[config.mk]
export PLATFORM = sky130hd
export DESIGN_NAME = mem_ctrl
export DESIGN_NICKNAME = d
export VERILOG_FILES = /design/src/rtl/mem_ctrl_pkg.sv /design/src/rtl/mem_ctrl_sat_counter.sv /design/src/rtl/mem_ctrl.sv
export SDC_FILE = /design/constraint.sdc
export NUM_CORES = 1
export LEC_CHECK = 0
export CAP_MARGIN = 20
export CORE_MARGIN = 3
export CORE_UTILIZATION = 40
export DETAILED_ROUTE_END_ITERATION = 16
export GPL_TIMING_DRIVEN = 0
export PLACE_DENSITY = 0.82
export SYNTH_ARGS = -nofsm -noshare
export SYNTH_HDL_FRONTEND = slang
export SYNTH_SLANG_ARGS = --single-unit
export TNS_END_PERCENT = 30
[constraint.sdc]
create_clock -name clk -period 2.9 [get_ports clk]
set_input_delay 0.58 -clock clk [delete_from_list [all_inputs] [get_ports clk]]
set_output_delay 0.58 -clock clk [all_outputs]
set_load 0.02 [all_outputs]
[src/rtl/mem_ctrl_pkg.sv]
// Shared types and constants for the mem_ctrl single-port RAM controller:
// FSM state encoding, access-counter width and the legal RAM latency range.
package mem_ctrl_pkg;

  // Controller states; the encoding is fixed here so every user agrees on it.
  typedef enum logic [1:0] {
    IDLE    = 2'd0,
    RD_WAIT = 2'd1,
    DONE    = 2'd2
  } state_t;

  // Access counters (optional feature) width and saturation value.
  localparam int               CNT_W   = 16;
  localparam logic [CNT_W-1:0] CNT_MAX = '1;

  // Supported RAM read latency range, in cycles.
  localparam int LAT_MIN   = 1;
  localparam int LAT_MAX   = 3;
  localparam int LAT_CNT_W = $clog2(LAT_MAX + 1);

endpackage

[src/rtl/mem_ctrl_sat_counter.sv]
// Saturating event counter used for the optional read/write access counters
// (only instantiated when MEM_CTRL_ACCESS_COUNT_EN is defined).
module mem_ctrl_sat_counter
  import mem_ctrl_pkg::*;
(
  input  logic             clk,
  input  logic             reset,
  input  logic             inc,
  output logic [CNT_W-1:0] count
);

  // Add one unless already at the top; the count sticks at CNT_MAX.
  function automatic logic [CNT_W-1:0] sat_inc(input logic [CNT_W-1:0] v);
    return (v == CNT_MAX) ? v : v + 1'b1;
  endfunction

  // Count one per inc pulse, cleared by reset.
  always_ff @(posedge clk) begin
    if (reset) begin
      count <= '0;
    end else if (inc) begin
      count <= sat_inc(count);
    end
  end

endmodule

[src/rtl/mem_ctrl.sv]
// mem_ctrl: bridges a blocking core load/store port onto a synchronous
// single-port RAM with a configurable read latency (1..3 cycles).
// A request is registered on acceptance; the RAM sees a one-cycle enable and
// the core gets a one-cycle core_ready pulse on completion.
// Optional feature: define MEM_CTRL_ACCESS_COUNT_EN to add saturating
// rd_count / wr_count outputs counting completed reads and writes.
module mem_ctrl
  import mem_ctrl_pkg::*;
#(
  parameter  int MEM_WIDTH   = 32,
  parameter  int MEM_SIZE    = 256,
  parameter  int RAM_LATENCY = 1,
  localparam int AW          = $clog2(MEM_SIZE)
) (
  input  logic                 clk,
  input  logic                 reset,
  input  logic [AW-1:0]        core_addr,
  input  logic                 core_read_en,
  input  logic                 core_write_en,
  input  logic [MEM_WIDTH-1:0] core_write_val,
  output logic [MEM_WIDTH-1:0] core_read_val,
  output logic                 core_ready,
  output logic                 stall,
  output logic [AW-1:0]        ram_addr,
  output logic                 ram_en,
  output logic                 ram_we,
  output logic [MEM_WIDTH-1:0] ram_wdata,
  input  logic [MEM_WIDTH-1:0] ram_rdata,
  output logic                 err_both
`ifdef MEM_CTRL_ACCESS_COUNT_EN
  ,
  output logic [CNT_W-1:0]     rd_count,
  output logic [CNT_W-1:0]     wr_count
`endif
);

  // Out-of-range latencies are pulled into the supported window.
  localparam int LAT_EFF = (RAM_LATENCY < LAT_MIN) ? LAT_MIN :
                           (RAM_LATENCY > LAT_MAX) ? LAT_MAX : RAM_LATENCY;
  localparam logic [LAT_CNT_W-1:0] LAT_LAST = LAT_CNT_W'(LAT_EFF);

  state_t               state_q;
  state_t               state_d;
  logic [LAT_CNT_W-1:0] lat_cnt_q;
  logic                 req;
  logic                 accept;
  logic                 lat_done;

  assign req      = core_read_en | core_write_en;
  assign accept   = (state_q == IDLE) && req;
  assign lat_done = (lat_cnt_q == LAT_LAST);

  // Completion pulse is simply the DONE state; stall covers the whole wait.
  assign core_ready = (state_q == DONE);
  assign stall      = req & ~core_ready;

  // State register.
  always_ff @(posedge clk) begin
    if (reset) begin
      state_q <= IDLE;
    end else begin
      state_q <= state_d;
    end
  end

  // Next state: writes finish in one cycle, reads wait out the RAM latency.
  // A simultaneous read+write is handled as a write.
  always_comb begin
    state_d = state_q;
    case (state_q)
      IDLE: begin
        if (req) begin
          state_d = core_write_en ? DONE : RD_WAIT;
        end
      end
      RD_WAIT: begin
        if (lat_done) begin
          state_d = DONE;
        end
      end
      DONE:    state_d = IDLE;
      default: state_d = IDLE;
    endcase
  end

  // Cycles spent in RD_WAIT; the first wait cycle counts as 1.
  always_ff @(posedge clk) begin
    if (reset) begin
      lat_cnt_q <= '0;
    end else if (accept) begin
      lat_cnt_q <= LAT_CNT_W'(1);
    end else if ((state_q == RD_WAIT) && !lat_done) begin
      lat_cnt_q <= lat_cnt_q + 1'b1;
    end
  end

  // Request capture: address/data are frozen until the next acceptance,
  // enables and the both-requested flag are single-cycle pulses.
  always_ff @(posedge clk) begin
    if (reset) begin
      ram_en    <= 1'b0;
      ram_we    <= 1'b0;
      err_both  <= 1'b0;
      ram_addr  <= '0;
      ram_wdata <= '0;
    end else begin
      ram_en   <= accept;
      ram_we   <= accept & core_write_en;
      err_both <= accept & core_read_en & core_write_en;
      if (accept) begin
        ram_addr  <= core_addr;
        ram_wdata <= core_write_val;
      end
    end
  end

  // Read data is sampled only on the last wait cycle, so stale or
  // post-reset RAM output never reaches the core.
  always_ff @(posedge clk) begin
    if (reset) begin
      core_read_val <= '0;
    end else if ((state_q == RD_WAIT) && lat_done) begin
      core_read_val <= ram_rdata;
    end
  end

`ifdef MEM_CTRL_ACCESS_COUNT_EN
  // ram_we is still high in a write's DONE cycle, so it tells the kind apart.
  logic rd_inc;
  logic wr_inc;

  assign rd_inc = core_ready & ~ram_we;
  assign wr_inc = core_ready & ram_we;

  mem_ctrl_sat_counter u_rd_cnt (
    .clk   (clk),
    .reset (reset),
    .inc   (rd_inc),
    .count (rd_count)
  );

  mem_ctrl_sat_counter u_wr_cnt (
    .clk   (clk),
    .reset (reset),
    .inc   (wr_inc),
    .count (wr_count)
  );
`endif

endmodule

* Word-level counts from Yosys, hierarchy flattened
Index checks and enable logic that the tools add are counted.
** Operators by class
- Reduce and logical (&&, ||, !) cells :: 8
- Bitwise operators :: 6
- Add/subtract/negate cells :: 1
- Equality and inequality tests :: 5
- Multiplexer cells :: 6
** Operators with widths (count)
- 2-bit two-way mux :: 3
- 1-bit AND :: 4
- 2-bit by 1-bit == test with 1-bit output (second input constant) :: 2
- 2-bit inequality test (second input constant) :: 2
- 2-bit one-hot mux with 2 select lines :: 1
- 1-bit logical AND :: 3
- 2-bit by 1-bit adder with 2-bit output (second input constant) :: 1
- 2-bit == test (second input constant) :: 1
- 2-bit logical NOT :: 1
- 1-bit two-way mux :: 2
- 2-bit AND reduction :: 1
- 2-bit nonzero test :: 1
- 2-bit OR reduction :: 1
- 1-bit logical NOT :: 1
- 1-bit NOT :: 1
- 1-bit bitwise OR :: 1
** Storage, ports and cells
- Word-level logic and storage cells :: 35
- Flip-flop bits (word level) :: 79

* Longest topological paths before layout
Gate-level depths: netlist (run 1).
- Depth in word-level cells :: 5
- Gate-level depth with buffers :: 7
- Mapped depth without buffers :: 5

* Least setup slack after synthesis (run 1)
Ideal clock, no wire load.
- Kind :: register to output
- Start point :: register state_q[1]
- End point :: output port stall
- Arrival :: 1.000 ns
- Cell stages (with the launch flop) :: 4
- Setup slack :: 1.320 ns
- Path buffers :: 1
- Cells stage by stage :: dfxtp_1 > buf_6 > nor2b_1 > nor2_1
** Between the ends
- Cells in the longest elaborated chain, start to end :: 3
** RTL lines
- from (decl) :: line mem_ctrl.sv:42 : state_t state_q;
- from (signal assigned) :: line mem_ctrl.sv:62 : state_q <= state_d;
- 2-bit == test :: line mem_ctrl.sv:54 : assign core_ready = (state_q == DONE);
- via core_ready :: line mem_ctrl.sv:22 : output logic core_ready,
- 1-bit NOT :: line mem_ctrl.sv:55 : assign stall = req & ~core_ready;
- 1-bit AND :: line mem_ctrl.sv:55
- to (decl) :: line mem_ctrl.sv:23 : output logic stall,
The timed path passes the listed nets, and every way through them passes these cells.

* Worst setup path after layout (run 1)
- Start point :: input port core_write_en
- End point :: output port stall
** Between the ends
- Cells in the longest elaborated chain, start to end :: 2
** RTL lines
- from (decl) :: line mem_ctrl.sv:19 : input logic core_write_en,
- 1-bit bitwise OR :: line mem_ctrl.sv:49 : assign req = core_read_en | core_write_en;
- 1-bit AND :: line mem_ctrl.sv:55
No other way between the ends.

==> results of run 1 <==
-- registers in the layout, summed over array words and instances, names as in the netlist --
name and cells:
ram_en 1, state_q 2, ram_wdata 32, err_both 1
ram_we 1, core_read_val 32, lat_cnt_q 2, ram_addr 8
-- cells in the mapped netlist --
master     n
ha_1       1
and2_1     1
o211a_1    1
nor3b_1    1
clkbuf_1   7
a21o_1     1
nor2b_1    2
mux2i_1    1
a21oi_1   33
buf_2      8
nand3b_1   1
nor2_1     3
dfxtp_1   79
xor2_1     1
nor4_4     1
nor3_1     2
nand2_1   65
and3_1     1
inv_1      2
o31a_1     1
buf_6      6
a22o_1    40
and3b_1    1
-- area by class of cell --
cell class                      instances  area [um^2]
Buffer                                 21          134
Clock buffer                            9          124
Clock inverter                          7         55.1
Fill cell                             458         1720
Inverter                                2         7.51
Multi-Input combinational cell        157          908
Sequential cell                        79         1580
Tap cell                               75         93.8
Timing Repair Buffer                  151         1510
-- critical path, stage by stage --
cell	delay, ns
clkdlybuf4s50_1	0.49
nor2_1	0.30
nor2_1	0.07
clkdlybuf4s50_1	0.56
-- cell families after synthesis --
group,synth area share [%]
flip-flops,60.1
buffers and inverters,5.37
AO/OA/AOI/OAI,20.6
AND/OR/NAND/NOR,12.7
adder cells (fa/ha/maj),0.475
XOR/XNOR,0.333
multiplexers,0.380
-- through the flow --
step	area [um^2]	hold WS, ns
floorplan	2630	0.472
global placement	4240	0.441
detailed placement	4240	0.445
CTS	4420	0.458
global route	4420	0.475
finish	4420	0.454
-- cell usage in the layout (no fill, tap or decap), drive strengths merged, types with 2 or more instances in the layout --
master / instances
a21oi: 33
a22o: 40
buf: 14
clkbuf: 16
clkdlybuf4s50: 151
clkinv: 3
clkinvlp: 2
dfxtp: 79
inv: 4
nand2: 65
nor2: 3
nor2b: 2
nor3: 2
-- power breakdown --
group / internal, mW / switching (mW)
combinational: 0.264 / 0.210
clock: 0.318 / 0.412
sequential: 1.15 / 0.0331
-- final timing paths --
| kind | from | to | slack (ns) |
|---|---|---|---|
| max reg2reg | lat_cnt_q[1]$_SDFFE_PP0P_ | core_read_val[10]$_SDFFE_PP0P_ | 1.37 |
| min | core_read_val[19]$_SDFFE_PP0P_ | core_read_val[19]$_SDFFE_PP0P_ | 0.45 |
| min reg2reg | core_read_val[19]$_SDFFE_PP0P_ | core_read_val[19]$_SDFFE_PP0P_ | 0.45 |
| max | core_write_en | stall | 0.32 |
-- layer usage --
metal / up-vias / share of wire, % / global-route usage (%)
met5: - / 0 / 0
met3: 13 / 7.0 / 5.20
met2: 81 / 49 / 32.3
li1: 1217 / - / -
met1: 1142 / 42 / 22.8
met4: 0 / 2.2 / 8.51
==> impl_metrics.yaml, run 1 <==
run_status:
  status: "finished clean"
clock_network:
  cts_buffers: 9
  cts.sinks: 79
  cts-root-buf: "clkbuf_8"
  holdBufCountCts: 0
  cts_resized: 0
  htree_levels: 3
  cts_tree: "built"
  clock_latency_ns: 0.34
  clockBufferDepth: 2
  postCtsSetupBuffers: 0
  clk_pin_slew_worst_paths_ns: 0.08
yosys:
  synth_area_mm2: 0.00263
  syn_avg_cell_area_um2: 10.2
  synth_area_leaders: "dfxtp_1, a22o_1, nand2_1"
  synth_seq_cells: 79
  yosysTopAreaCell: "dfxtp_1"
  synth.distinct_cells: 23
  yosys_warnings: 0
  syn_inst: 259
  syn-num-nets: 336
  ys_seq_area_share_pct: 60.1
  synth_top_area_share_pct: 60.1
critical_path:
  required_ns: 2.32
  critical_path.max_fanout: 5
  critPathCaptureType: "output port"
  startpoint_type: "primary input"
  arrival_ns: 2.00
  reg2reg_depth: 6
  crit_type: "primary input to output port"
die:
  core_mm2: 0.00613
  ios: 153
  rows: 28
  die_area_mm2: 0.00759
  initial_utilization_pct: 42.9
  die_h_um: 87.1
  die_x_um: 87.1
timing:
  rsz0062_at_grt: "no"
  setup_ws_ns: 0.320
  setup_viol: 0
  period_share_pct: 89.0
  slew_viol_final: 0
  min_period_ns: 2.58
  tns_ns: 0
  fmax_mhz: 388
  tightest_slew_ns: 0.597
  finClkSkew_ns: 0.0126
  hold_violations: 0
  max_slew_margin_pct: 59.9
placed_design:
  place.gp.congestion: 0.692
  dp.cells: 485
  dp_slack_ns: 0.315
  io_buffer_count: 151
  dp_hpwl_mm: 5.53
global_route:
  antenna_found_initial: 0
  grt_pass1_vias: 2419
  grtUsageTotal_pct: 19.2
  grt_pass1_wl_mm: 11.6
  grt_max_degree: 16
  grt_overflow: 0
route:
  wl_mm: 7.24
  drt.antenna.violating_nets: 0
  wire_per_inst_um: 14.4
  first_pass_iters: 4
  drt_iter0_markers: 42
  drc: 0
  vias: 2453
  avgViaCountPerCell: 4.90
layout:
  nNetsFinal: 498
  n_antenna_cell: 0
  fin_util_pct: 72.0
  final_cells: 501
  syn_to_final_growth_pct: 67.8
  drive_gt1_share_pct: 7.28
power_and_ir_drop:
  vdd_drop_max_v: 0.000320
  power.static_leakage_nw: 1.69
  power_density_mw_per_mm2: 541
  p_total_mw: 2.39
worst_hold_path:
  whs_path_depth: 2
  hp-class: "register to register"
job:
  cap_violations: 0
Note: power is estimated with default switching activity, not from simulation.
==> run 2: changes to the inputs <==
--- a/config.mk
+++ b/config.mk
@@ -5,12 +5,13 @@
 export SDC_FILE = /design/constraint.sdc
 export NUM_CORES = 1
 export LEC_CHECK = 0
+export ABC_AREA = 1
 export CAP_MARGIN = 20
 export CORE_MARGIN = 3
 export CORE_UTILIZATION = 40
 export DETAILED_ROUTE_END_ITERATION = 16
 export GPL_TIMING_DRIVEN = 0
-export PLACE_DENSITY = 0.82
+export PLACE_DENSITY = 0.81
 export SYNTH_ARGS = -nofsm -noshare
 export SYNTH_HDL_FRONTEND = slang
 export SYNTH_SLANG_ARGS = --single-unit
==> impl_metrics.yaml, run 2 <==
run_status:
  status: "finished clean"
critical_path:
  critical_path.max_fanout: 4
  required_ns: 2.32
  crit_type: "primary input to output port"
  critPathCaptureType: "output port"
  startpoint_type: "primary input"
  arrival_ns: 1.91
global_route:
  grt_max_degree: 13
  antenna_found_initial: 0
  grt_pass1_wl_mm: 11.4
  grtUsageTotal_pct: 18.7
  grt_overflow: 0
  grt_pass1_vias: 2580
route:
  wire_per_inst_um: 12.1
  avgViaCountPerCell: 4.56
  vias: 2701
  wl_met3_um: 681
  drt_iter0_markers: 132
  m1WireLength_mm: 2.95
  wl_met2_mm: 3.43
  drt.antenna.violating_nets: 0
  top_layer_used: "met4"
  wl_mm: 7.18
  first_pass_iters: 4
  drc: 0
clock_network:
  cts.sinks: 79
  postCtsSetupBuffers: 0
  htree_levels: 3
  cts_buffers: 9
  cts_tree: "built"
  cts-root-buf: "clkbuf_8"
  holdBufCountCts: 0
  clock_latency_ns: 0.33
  clk_pin_slew_worst_paths_ns: 0.07
  clockBufferDepth: 2
  cts_resized: 0
die:
  die_h_um: 88.4
  core_mm2: 0.00646
  ios: 153
  die_x_um: 88.4
  die_area_mm2: 0.00781
  initial_utilization_pct: 42.0
  rows: 29
placed_design:
  dp_hpwl_mm: 5.49
  dp.cells: 577
  io_buffer_count: 151
  place.gp.congestion: 0.755
yosys:
  synth_seq_cells: 79
  synth_top_cells_by_count: "nand2_1, dfxtp_1, a21oi_1"
  synth.distinct_cells: 17
  syn_avg_cell_area_um2: 7.78
  ys_seq_area_share_pct: 58.3
  yosysMostFrequentCell: "nand2_1"
  syn_inst: 349
  synth_area_mm2: 0.00271
  yosys_warnings: 0
  synth_edf_count: 0
  syn-num-nets: 426
  ys.flop_type: "dfxtp_1"
  async_reset_ff_share_pct: 0
  synth_top_area_share_pct: 58.3
  yosysTopAreaCell: "dfxtp_1"
  synth_area_leaders: "dfxtp_1, nand2_1, a21oi_1"
timing:
  min_period_ns: 2.49
  tns_ns: 0
  max_slew_margin_pct: 71.2
  setup_viol: 0
  slew_viol_final: 0
  rsz0062_at_grt: "no"
  finClkSkew_ns: 0.00457
  tightest_slew_ns: 0.432
  period_share_pct: 85.9
  fmax_mhz: 401
  hold_violations: 0
power_and_ir_drop:
  power.static_leakage_nw: 1.90
  power_density_mw_per_mm2: 597
  vdd_drop_max_v: 0.000379
  p_total_mw: 2.73
layout:
  nNetsFinal: 588
  final_cells: 592
  mostFrequentLayoutCell: "nand2_1"
  syn_to_final_growth_pct: 68.3
  drive_gt1_share_pct: 6.21
  n_antenna_cell: 0
  final_cell_mix: "nand2_1, clkdlybuf4s50_1, dfxtp_1"
  reg.largest.list: "core_read_val (32), ram_wdata (32), ram_addr (8)"
worst_hold_path:
  hp-class: "register to register"
job:
  cap_violations: 0
==> run 2: cell type report <==
cell class	count	area (um^2)
Multi-Input combinational cell	241	980
Tap cell	77	96.3
Clock inverter	3	90.1
Fill cell	525	1890
Clock buffer	12	155
Buffer	18	111
Sequential cell	79	1580
Inverter	11	41.3
Timing Repair Buffer	151	1510
==> run 2: logic make-up (layout without fill, tap and decap cells) <==
family / after synthesis / count (layout) / share of synthesized area, %
buffers and inverters: 29 / 195 / 5.62
DFF: 79 / 79 / 58.3
and+or+nand+nor: 205 / 205 / 29.0
adders and majority gates: 1 / 1 / 0.461
AOI/OAI and AO/OA: 35 / 35 / 6.59
==> run 2: layer usage <==
metal | track usage, % | vias to the layer above
met3 | 6.98 | 10
met5 | 0 | -
met2 | 31.1 | 97
met4 | 8.65 | 0
li1 | - | 1393
met1 | 21.2 | 1201
==> run 2: path summary, 6_finish.rpt <==
| kind | start | endpoint | slack, ns | cells past startpoint |
|---|---|---|---|---|
| max | core_write_en | stall | 0.41 | 4 |
| min | ram_addr[2]$_SDFFE_PP0P_ | ram_addr[2]$_SDFFE_PP0P_ | 0.45 | 2 |
| max reg2reg | lat_cnt_q[1]$_SDFFE_PP0P_ | core_read_val[29]$_SDFFE_PP0P_ | 1.46 | 6 |
| min reg2reg | ram_addr[2]$_SDFFE_PP0P_ | ram_addr[2]$_SDFFE_PP0P_ | 0.45 | 2 |
==> run 2: report_power, final <==
part / internal (mW) / leakage (nW) / switching [mW]
clock network: 0.615 / 0.123 / 0.363
registers: 1.17 / 0.647 / 0.0426
logic: 0.276 / 1.13 / 0.262
==> run 2: worst max-delay path, cell delays in order <==
cell	delay [ns]
clkdlybuf4s50_1	0.54
nor2_1	0.07
nor2_1	0.10
clkdlybuf4s50_1	0.62
==> run 2: metrics by stage <==
stage / hold slack (ns) / setup WS, ns / util, % / instance area (um^2)
2_1_floorplan: 0.444 / 1.41 / - / 2710
3_5_place_dp: 0.434 / 0.391 / 66.9 / 4320
4_1_cts: 0.452 / 0.394 / 70.7 / 4570
3_3_place_gp: 0.427 / 0.426 / 66.9 / 4320
6_report: 0.448 / 0.409 / 70.7 / 4570
5_1_grt: 0.473 / 0.376 / 70.7 / 4570
==> run 3: changes to the inputs <==
--- a/config.mk
+++ b/config.mk
@@ -9,6 +9,7 @@
 export CAP_MARGIN = 20
 export CORE_MARGIN = 3
 export CORE_UTILIZATION = 40
+export CTS_CLUSTER_DIAMETER = 40
 export DETAILED_ROUTE_END_ITERATION = 16
 export GPL_TIMING_DRIVEN = 0
 export PLACE_DENSITY = 0.81
==> results of run 3 <==
Final layout, timing and power as in run 2 (identical DEF).
